`src/rtl/qspi_pkg.sv`:
```
// Shared definitions for the QSPI read path: read-buffer sizing, transfer
// length limit and the read-buffer FSM state encoding.
package qspi_pkg;

    localparam int RD_BUF_DEPTH = 16;
    localparam int MAX_BEATS    = 16;

    typedef enum logic [1:0] {
        ST_IDLE   = 2'd0,
        ST_ACTIVE = 2'd1,
        ST_DRAIN  = 2'd2
    } rd_buf_state_t;

endpackage

```
`src/rtl/qspi_rd_buffer_if.sv`:
```
// Bus bundle between the QSPI datapath / AHB side (master) and the read buffer (slave).
interface qspi_rd_buffer_if #(
    parameter int DATA_W = 32
);

    logic              start_in;
    logic [4:0]        beats_in;
    logic              push_in;
    logic [DATA_W-1:0] push_data_in;
    logic              pop_in;
    logic              flush_in;
    logic [DATA_W-1:0] rd_data_out;
    logic              rd_valid_out;
    logic              full_out;
    logic [4:0]        count_out;
    logic              burst_comp_out;
    logic              ovf_err_out;

    modport master (
        output start_in, beats_in, push_in, push_data_in, pop_in, flush_in,
        input  rd_data_out, rd_valid_out, full_out, count_out, burst_comp_out, ovf_err_out
    );

    modport slave (
        input  start_in, beats_in, push_in, push_data_in, pop_in, flush_in,
        output rd_data_out, rd_valid_out, full_out, count_out, burst_comp_out, ovf_err_out
    );

endinterface

```
`src/rtl/qspi_sync_fifo.sv`:
```
// Single-clock word FIFO with a combinational head read; occupancy is tracked
// by an explicit counter so full/empty never depend on pointer equality.
module qspi_sync_fifo #(
    parameter  int DATA_W = 32,
    parameter  int DEPTH  = 16,
    localparam int PTR_W  = $clog2(DEPTH),
    localparam int CNT_W  = PTR_W + 1
) (
    input  logic              h_clk,
    input  logic              h_rstn,
    input  logic              clr,
    input  logic              wr_en,
    input  logic [DATA_W-1:0] wr_data,
    input  logic              rd_en,
    output logic [DATA_W-1:0] rd_data,
    output logic [CNT_W-1:0]  count,
    output logic              empty,
    output logic              full
);

    logic [DATA_W-1:0] mem [DEPTH];
    logic [PTR_W-1:0]  wr_ptr;
    logic [PTR_W-1:0]  rd_ptr;
    logic              wr_ok;
    logic              rd_ok;

    assign full    = (count == CNT_W'(DEPTH));
    assign empty   = (count == '0);
    assign wr_ok   = wr_en && !full && !clr;
    assign rd_ok   = rd_en && !empty && !clr;
    assign rd_data = mem[rd_ptr];

    always_ff @(posedge h_clk) begin
        if (wr_ok) begin
            mem[wr_ptr] <= wr_data;
        end
    end

    // Pointers wrap naturally because DEPTH is a power of two.
    always_ff @(posedge h_clk) begin
        if (!h_rstn || clr) begin
            wr_ptr <= '0;
            rd_ptr <= '0;
            count  <= '0;
        end else begin
            if (wr_ok) begin
                wr_ptr <= wr_ptr + 1'b1;
            end
            if (rd_ok) begin
                rd_ptr <= rd_ptr + 1'b1;
            end
            case ({wr_ok, rd_ok})
                2'b10:   count <= count + 1'b1;
                2'b01:   count <= count - 1'b1;
                default: count <= count;
            endcase
        end
    end

endmodule

```
`src/rtl/qspi_rd_buffer.sv`:
```
// QSPI read buffer: burst-tracking FSM, beat counters and overflow flag around a word FIFO.
// Define QSPI_RD_BUF_BYTE_SWAP_EN to store incoming words byte-reversed.
module qspi_rd_buffer
    import qspi_pkg::*;
#(
    parameter int DATA_W = 32,
    parameter int DEPTH  = RD_BUF_DEPTH
) (
    input  logic               h_clk,
    input  logic               h_rstn,
    qspi_rd_buffer_if.slave    bus
);

    localparam int CNT_W = $clog2(DEPTH) + 1;

    rd_buf_state_t     state;
    rd_buf_state_t     state_nxt;
    logic [4:0]        push_rem;
    logic [4:0]        pop_rem;
    logic              ovf_err;
    logic              burst_comp;
    logic [DATA_W-1:0] wr_word;
    logic [DATA_W-1:0] head;
    logic [CNT_W-1:0]  fifo_count;
    logic              fifo_empty;
    logic              fifo_full;
    logic              start_ok;
    logic              push_acc;
    logic              push_err;
    logic              pop_acc;
    logic              last_pop;

`ifdef QSPI_RD_BUF_BYTE_SWAP_EN
    always_comb begin
        wr_word = bus.push_data_in;
        for (int b = 0; b < DATA_W / 8; b++) begin
            wr_word[8*b +: 8] = bus.push_data_in[DATA_W-8-8*b +: 8];
        end
    end
`else
    assign wr_word = bus.push_data_in;
`endif

    always_ff @(posedge h_clk) begin
        if (!h_rstn) begin
            state <= ST_IDLE;
        end else begin
            state <= state_nxt;
        end
    end

    // Flush outranks every other request; a push that is refused for any other reason is an overflow.
    always_comb begin
        start_ok  = !bus.flush_in && bus.start_in && (state == ST_IDLE) &&
                    (bus.beats_in != 5'd0) && (bus.beats_in <= 5'(MAX_BEATS));
        push_acc  = !bus.flush_in && bus.push_in && (state == ST_ACTIVE) && !fifo_full;
        push_err  = !bus.flush_in && bus.push_in && ((state != ST_ACTIVE) || fifo_full);
        pop_acc   = !bus.flush_in && bus.pop_in && !fifo_empty;
        last_pop  = pop_acc && (state != ST_IDLE) && (pop_rem == 5'd1);
        state_nxt = state;
        case (state)
            ST_IDLE:   if (start_ok) state_nxt = ST_ACTIVE;
            ST_ACTIVE: if (push_acc && (push_rem == 5'd1)) state_nxt = ST_DRAIN;
            ST_DRAIN:  if (last_pop) state_nxt = ST_IDLE;
            default:   state_nxt = ST_IDLE;
        endcase
        if (bus.flush_in) begin
            state_nxt = ST_IDLE;
        end
    end

    always_ff @(posedge h_clk) begin
        if (!h_rstn) begin
            push_rem   <= '0;
            pop_rem    <= '0;
            ovf_err    <= 1'b0;
            burst_comp <= 1'b0;
        end else begin
            burst_comp <= last_pop;
            if (bus.flush_in) begin
                push_rem <= '0;
                pop_rem  <= '0;
            end else if (start_ok) begin
                push_rem <= bus.beats_in;
                pop_rem  <= bus.beats_in;
            end else begin
                if (push_acc) begin
                    push_rem <= push_rem - 1'b1;
                end
                if (pop_acc && (pop_rem != 5'd0)) begin
                    pop_rem <= pop_rem - 1'b1;
                end
            end
            if (push_err) begin
                ovf_err <= 1'b1;
            end else if (start_ok) begin
                ovf_err <= 1'b0;
            end
        end
    end

    qspi_sync_fifo #(
        .DATA_W (DATA_W),
        .DEPTH  (DEPTH)
    ) u_fifo (
        .h_clk   (h_clk),
        .h_rstn  (h_rstn),
        .clr     (bus.flush_in),
        .wr_en   (push_acc),
        .wr_data (wr_word),
        .rd_en   (pop_acc),
        .rd_data (head),
        .count   (fifo_count),
        .empty   (fifo_empty),
        .full    (fifo_full)
    );

    assign bus.rd_data_out    = head;
    assign bus.rd_valid_out   = !fifo_empty;
    assign bus.full_out       = fifo_full;
    assign bus.count_out      = 5'(fifo_count);
    assign bus.burst_comp_out = burst_comp;
    assign bus.ovf_err_out    = ovf_err;

endmodule
```
`src/flat_wrapper.sv`:
```
// flat-port wrapper written by rule: the top's interface ports become plain ports
module qspi_rd_buffer_flat import qspi_pkg::*;
#(
    parameter int DATA_W = 32,
    parameter int DEPTH  = RD_BUF_DEPTH
)
  (h_clk, h_rstn, bus_start_in, bus_beats_in, bus_push_in, bus_push_data_in, bus_pop_in, bus_flush_in, bus_rd_data_out, bus_rd_valid_out, bus_full_out, bus_count_out, bus_burst_comp_out, bus_ovf_err_out);
  qspi_rd_buffer_if #(.DATA_W(DATA_W)) bus_i ();
  input  logic h_clk;
  input  logic h_rstn;
  input wire logic [$bits(bus_i.start_in)-1:0] bus_start_in;
  input wire logic [$bits(bus_i.beats_in)-1:0] bus_beats_in;
  input wire logic [$bits(bus_i.push_in)-1:0] bus_push_in;
  input wire logic [$bits(bus_i.push_data_in)-1:0] bus_push_data_in;
  input wire logic [$bits(bus_i.pop_in)-1:0] bus_pop_in;
  input wire logic [$bits(bus_i.flush_in)-1:0] bus_flush_in;
  output wire logic [$bits(bus_i.rd_data_out)-1:0] bus_rd_data_out;
  output wire logic [$bits(bus_i.rd_valid_out)-1:0] bus_rd_valid_out;
  output wire logic [$bits(bus_i.full_out)-1:0] bus_full_out;
  output wire logic [$bits(bus_i.count_out)-1:0] bus_count_out;
  output wire logic [$bits(bus_i.burst_comp_out)-1:0] bus_burst_comp_out;
  output wire logic [$bits(bus_i.ovf_err_out)-1:0] bus_ovf_err_out;
  assign bus_i.start_in = bus_start_in;
  assign bus_i.beats_in = bus_beats_in;
  assign bus_i.push_in = bus_push_in;
  assign bus_i.push_data_in = bus_push_data_in;
  assign bus_i.pop_in = bus_pop_in;
  assign bus_i.flush_in = bus_flush_in;
  assign bus_rd_data_out = bus_i.rd_data_out;
  assign bus_rd_valid_out = bus_i.rd_valid_out;
  assign bus_full_out = bus_i.full_out;
  assign bus_count_out = bus_i.count_out;
  assign bus_burst_comp_out = bus_i.burst_comp_out;
  assign bus_ovf_err_out = bus_i.ovf_err_out;
  qspi_rd_buffer #(.DATA_W(DATA_W), .DEPTH(DEPTH)) u_core (.h_clk(h_clk), .h_rstn(h_rstn), .bus(bus_i));
endmodule
```
`config.mk`:
```
export PLATFORM = sky130hd
export DESIGN_NAME = qspi_rd_buffer_flat
export DESIGN_NICKNAME = d
export VERILOG_FILES = /design/src/rtl/qspi_pkg.sv /design/src/rtl/qspi_rd_buffer_if.sv /design/src/rtl/qspi_sync_fifo.sv /design/src/rtl/qspi_rd_buffer.sv /design/src/flat_wrapper.sv
export SDC_FILE = /design/constraint.sdc
export NUM_CORES = 1
export LEC_CHECK = 0
export BUFFER_PORTS_ARGS = -buffer_cell sky130_fd_sc_hd__buf_2
export CORE_MARGIN = 10
export CORE_UTILIZATION = 29
export DETAILED_ROUTE_END_ITERATION = 7
export PLACE_DENSITY_LB_ADDON = 0.15
export SKIP_CTS_REPAIR_TIMING = 1
export SYNTH_ARGS = -nofsm -noshare
export SYNTH_HDL_FRONTEND = slang
export SYNTH_SLANG_ARGS = --single-unit
```
`constraint.sdc`:
```
create_clock -name h_clk -period 8.3 [get_ports h_clk]
set_input_delay 2.49 -clock h_clk [delete_from_list [all_inputs] [get_ports h_clk]]
set_output_delay 2.49 -clock h_clk [all_outputs]
set_load 0.03 [all_outputs]
```
==> out/results.ini <==
[clocking]
clk_path_buf_depth = 3
cts_max_level = 2
path_clk_slew_ns = 0.06
clkLatencyLatePin_ns = 0.63
cts.sinks = 543
cts_buffers = 59
ctsRootBufferMaster = clkbuf_16
cts_tree = done

[worst_hold_path]
min_to = u_core.push_rem[4]
min_path_type = register to register
hold_start = u_core.push_rem[4]
whs_path_depth = 2

[logic_synthesis]
ys_seq_area_frac = 0.764
ys_types = 48
synth_edf_count = 512
syn_inst = 928
yosys.area.top_type = edfxtp_1
syn_avg_cell_area_um2 = 22.6
async_flop_share = 0
yosysTopAreaCellShare = 0.734
ys_warn_count = 0
ys.flop_type = edfxtp_1
syn_nets = 984
synth.area.top_cells = edfxtp_1 73%, mux4_2 17%, dfxtp_1 3.0%
synth_area_mm2 = 0.0209
ys_ff_latch = 543

[route]
num_vias = 9576
routedWlPerCell_um = 24.1
first_pass_iters = 5
antenna_left = 0
totalWireLength_um = 49400
drtIter0Drc = 598
drc_errors = 0
viasPerCell = 4.67

[sta]
tightest_slew_ns = 1.00
whs_ns = 0.499
setup_violations = 0
rsz0062_at_grt = false
final.period_utilization = 0.720
final.min_clock_period_ns = 5.97
setup_tns_ns = 0
drv_slew = 0
relSlewSlack = 0.333
setup_ws_ns = 2.33
max_freq_ghz = 0.167
skew_ns = 0.0213
finalHoldViolCount = 0

[grt]
grt_usage = 0.118
grt_pass1_wl_um = 72500
antenna_found_initial = 6
grt_max_degree = 111
grt.overflow.total = 0
grt_pass1_vias = 10314

[run_status]
outcome = complete, no violations

[die]
die_h_um = 289
ios = 84
rows = 98
die_area_mm2 = 0.0833
initial_core_util = 0.293
die_w_um = 289
core-area_mm2 = 0.0715

[critical_path]
critPathKind = register to output pin
cp.arrival_ns = 3.48
rr_startpoint = u_core.u_fifo.count[1]
reg2reg_to = u_core.u_fifo.count[4]
critPathCaptureType = output pin
cp-start-kind = register
r2r_slack_ns = 4.76
required_ns = 5.81
r2r.worst_path.cells = 11
critPathMaxFanout = 49

[power]
ir_drop_mv = 0.159
leakage_nw = 7.45
power_mw = 5.57
powerDensity_mw_per_mm2 = 227

[finish]
syn_to_final_growth_pct = 17.1
drive_gt1_frac = 0.340
nNetsFinal = 1104
final-instance-count-excl-fill = 2049

[place]
dp_cells = 1937
dpl.hpwl_um = 26900
gp_congestion = 0.726
pre_cts_slack_ns = 2.61
io_buffer_count = 83

[run]
cap_violations = 0

[cell type report]
cell class	count	area, µm²
inverters	10	37.5
clock buffers	68	1510
flip-flops and latches	543	16000
repair buffers	104	611
clock inverters	43	332
diodes	1	2.50
multi-input cells	330	4820
well taps	950	1190
fillers	6707	47000
[flip-flops by register name (all words and copies together), names as in the netlist, named ones only]
| name | flops |
|---|---|
| u_core.u_fifo.mem | 512 |
| u_core.pop_rem | 5 |
| u_core.push_rem | 5 |
| u_core.u_fifo.count | 5 |
| u_core.u_fifo.rd_ptr | 4 |
| u_core.u_fifo.wr_ptr | 4 |
| u_core.state | 2 |
| u_core.bus.burst_comp_out | 1 |
| u_core.bus.ovf_err_out | 1 |
[critical path: stages, from the launching register on]
cell and delay (ns):
dfxtp_4 1.01, buf_12 0.47, mux4_2 0.58, mux4_2 0.55
buf_2 0.21
[cell families (layout without fill, tap and decap cells)]
kind of cell | Yosys count | in the layout | share of synthesized area
AOI/OAI and AO/OA | 38 | 38 | 0.0126
adders and majority gates | 13 | 13 | 0.00777
xor gates and xnor gates | 12 | 12 | 0.00502
and+or+nand+nor | 101 | 101 | 0.0246
DFF | 543 | 543 | 0.764
buffers and inverters | 55 | 225 | 0.0111
other | 0 | 1 | 0
muxes | 166 | 166 | 0.175
[metrics by stage]
step	utilization	instance area [µm²]
6_report	0.343	24500
5_1_grt	0.343	24500
4_1_cts	0.343	24500
3_5_place_dp	0.317	22700
3_3_place_gp	0.317	22700
2_1_floorplan	-	20900
[metal layers]
layer / up-vias / wire (µm) / track usage
met5: - / 59 / 0
met4: 8 / 918 / 0.0303
met3: 74 / 2300 / 0.0268
met2: 199 / 23500 / 0.186
met1: 5134 / 22700 / 0.163
li1: 4161 / - / -
[worst max-delay path by stage]
stage,from,endpoint,slack [ns]
final,register,bus_rd_data_out[2],2.33
after global routing,register,bus_rd_data_out[2],2.04
after CTS,register,bus_rd_data_out[2],2.16
after detailed placement,bus_flush_in,u_core.u_fifo.count[4],2.61
after global placement,bus_flush_in,u_core.u_fifo.count[4],2.60
after floorplan,bus_flush_in,u_core.u_fifo.mem[0][0],2.18
[synthesized netlist by cell type, types with 2 or more instances]
| cell | instances |
|---|---|
| a211oi_1 | 6 |
| a21oi_1 | 13 |
| and2_1 | 2 |
| and3_1 | 2 |
| buf_1 | 3 |
| buf_2 | 14 |
| clkbuf_1 | 26 |
| dfxtp_1 | 31 |
| edfxtp_1 | 512 |
| ha_1 | 13 |
| inv_1 | 10 |
| mux2i_1 | 6 |
| mux4_2 | 160 |
| nand2_1 | 15 |
| nand2b_1 | 5 |
| nand3_1 | 7 |
| nand4_1 | 3 |
| nor2_1 | 42 |
| nor2b_1 | 6 |
| nor3_1 | 7 |
| nor3b_1 | 2 |
| o21ai_0 | 5 |
| or3_1 | 2 |
| or4_4 | 2 |
| xnor2_1 | 5 |
| xor2_1 | 7 |
[power breakdown]
group          internal (mW)  total, mW  switching [mW]
Combinational         0.0152     0.0671          0.0518
Clock                   1.43       2.51            1.08
Sequential              2.99       3.00         0.00156
[placed cells by master, fill, tap and decap left out, types with 5 or more instances in the layout]
master       n
nor2b_1      6
mux4_2     160
nand2b_1     5
xnor2_1      5
nand2_1     15
a21oi_1     13
nor2_4      12
o21ai_0      5
clkinv_1    20
nand3_1      7
dfxtp_1     27
ha_1        13
a211oi_1     6
clkinv_2    13
buf_2       83
buf_4       18
clkbuf_1     9
mux2i_1      6
nor2_1      30
inv_1       10
xor2_1       7
clkbuf_16   59
edfxtp_1   512
(Power assumes the default switching activity.)
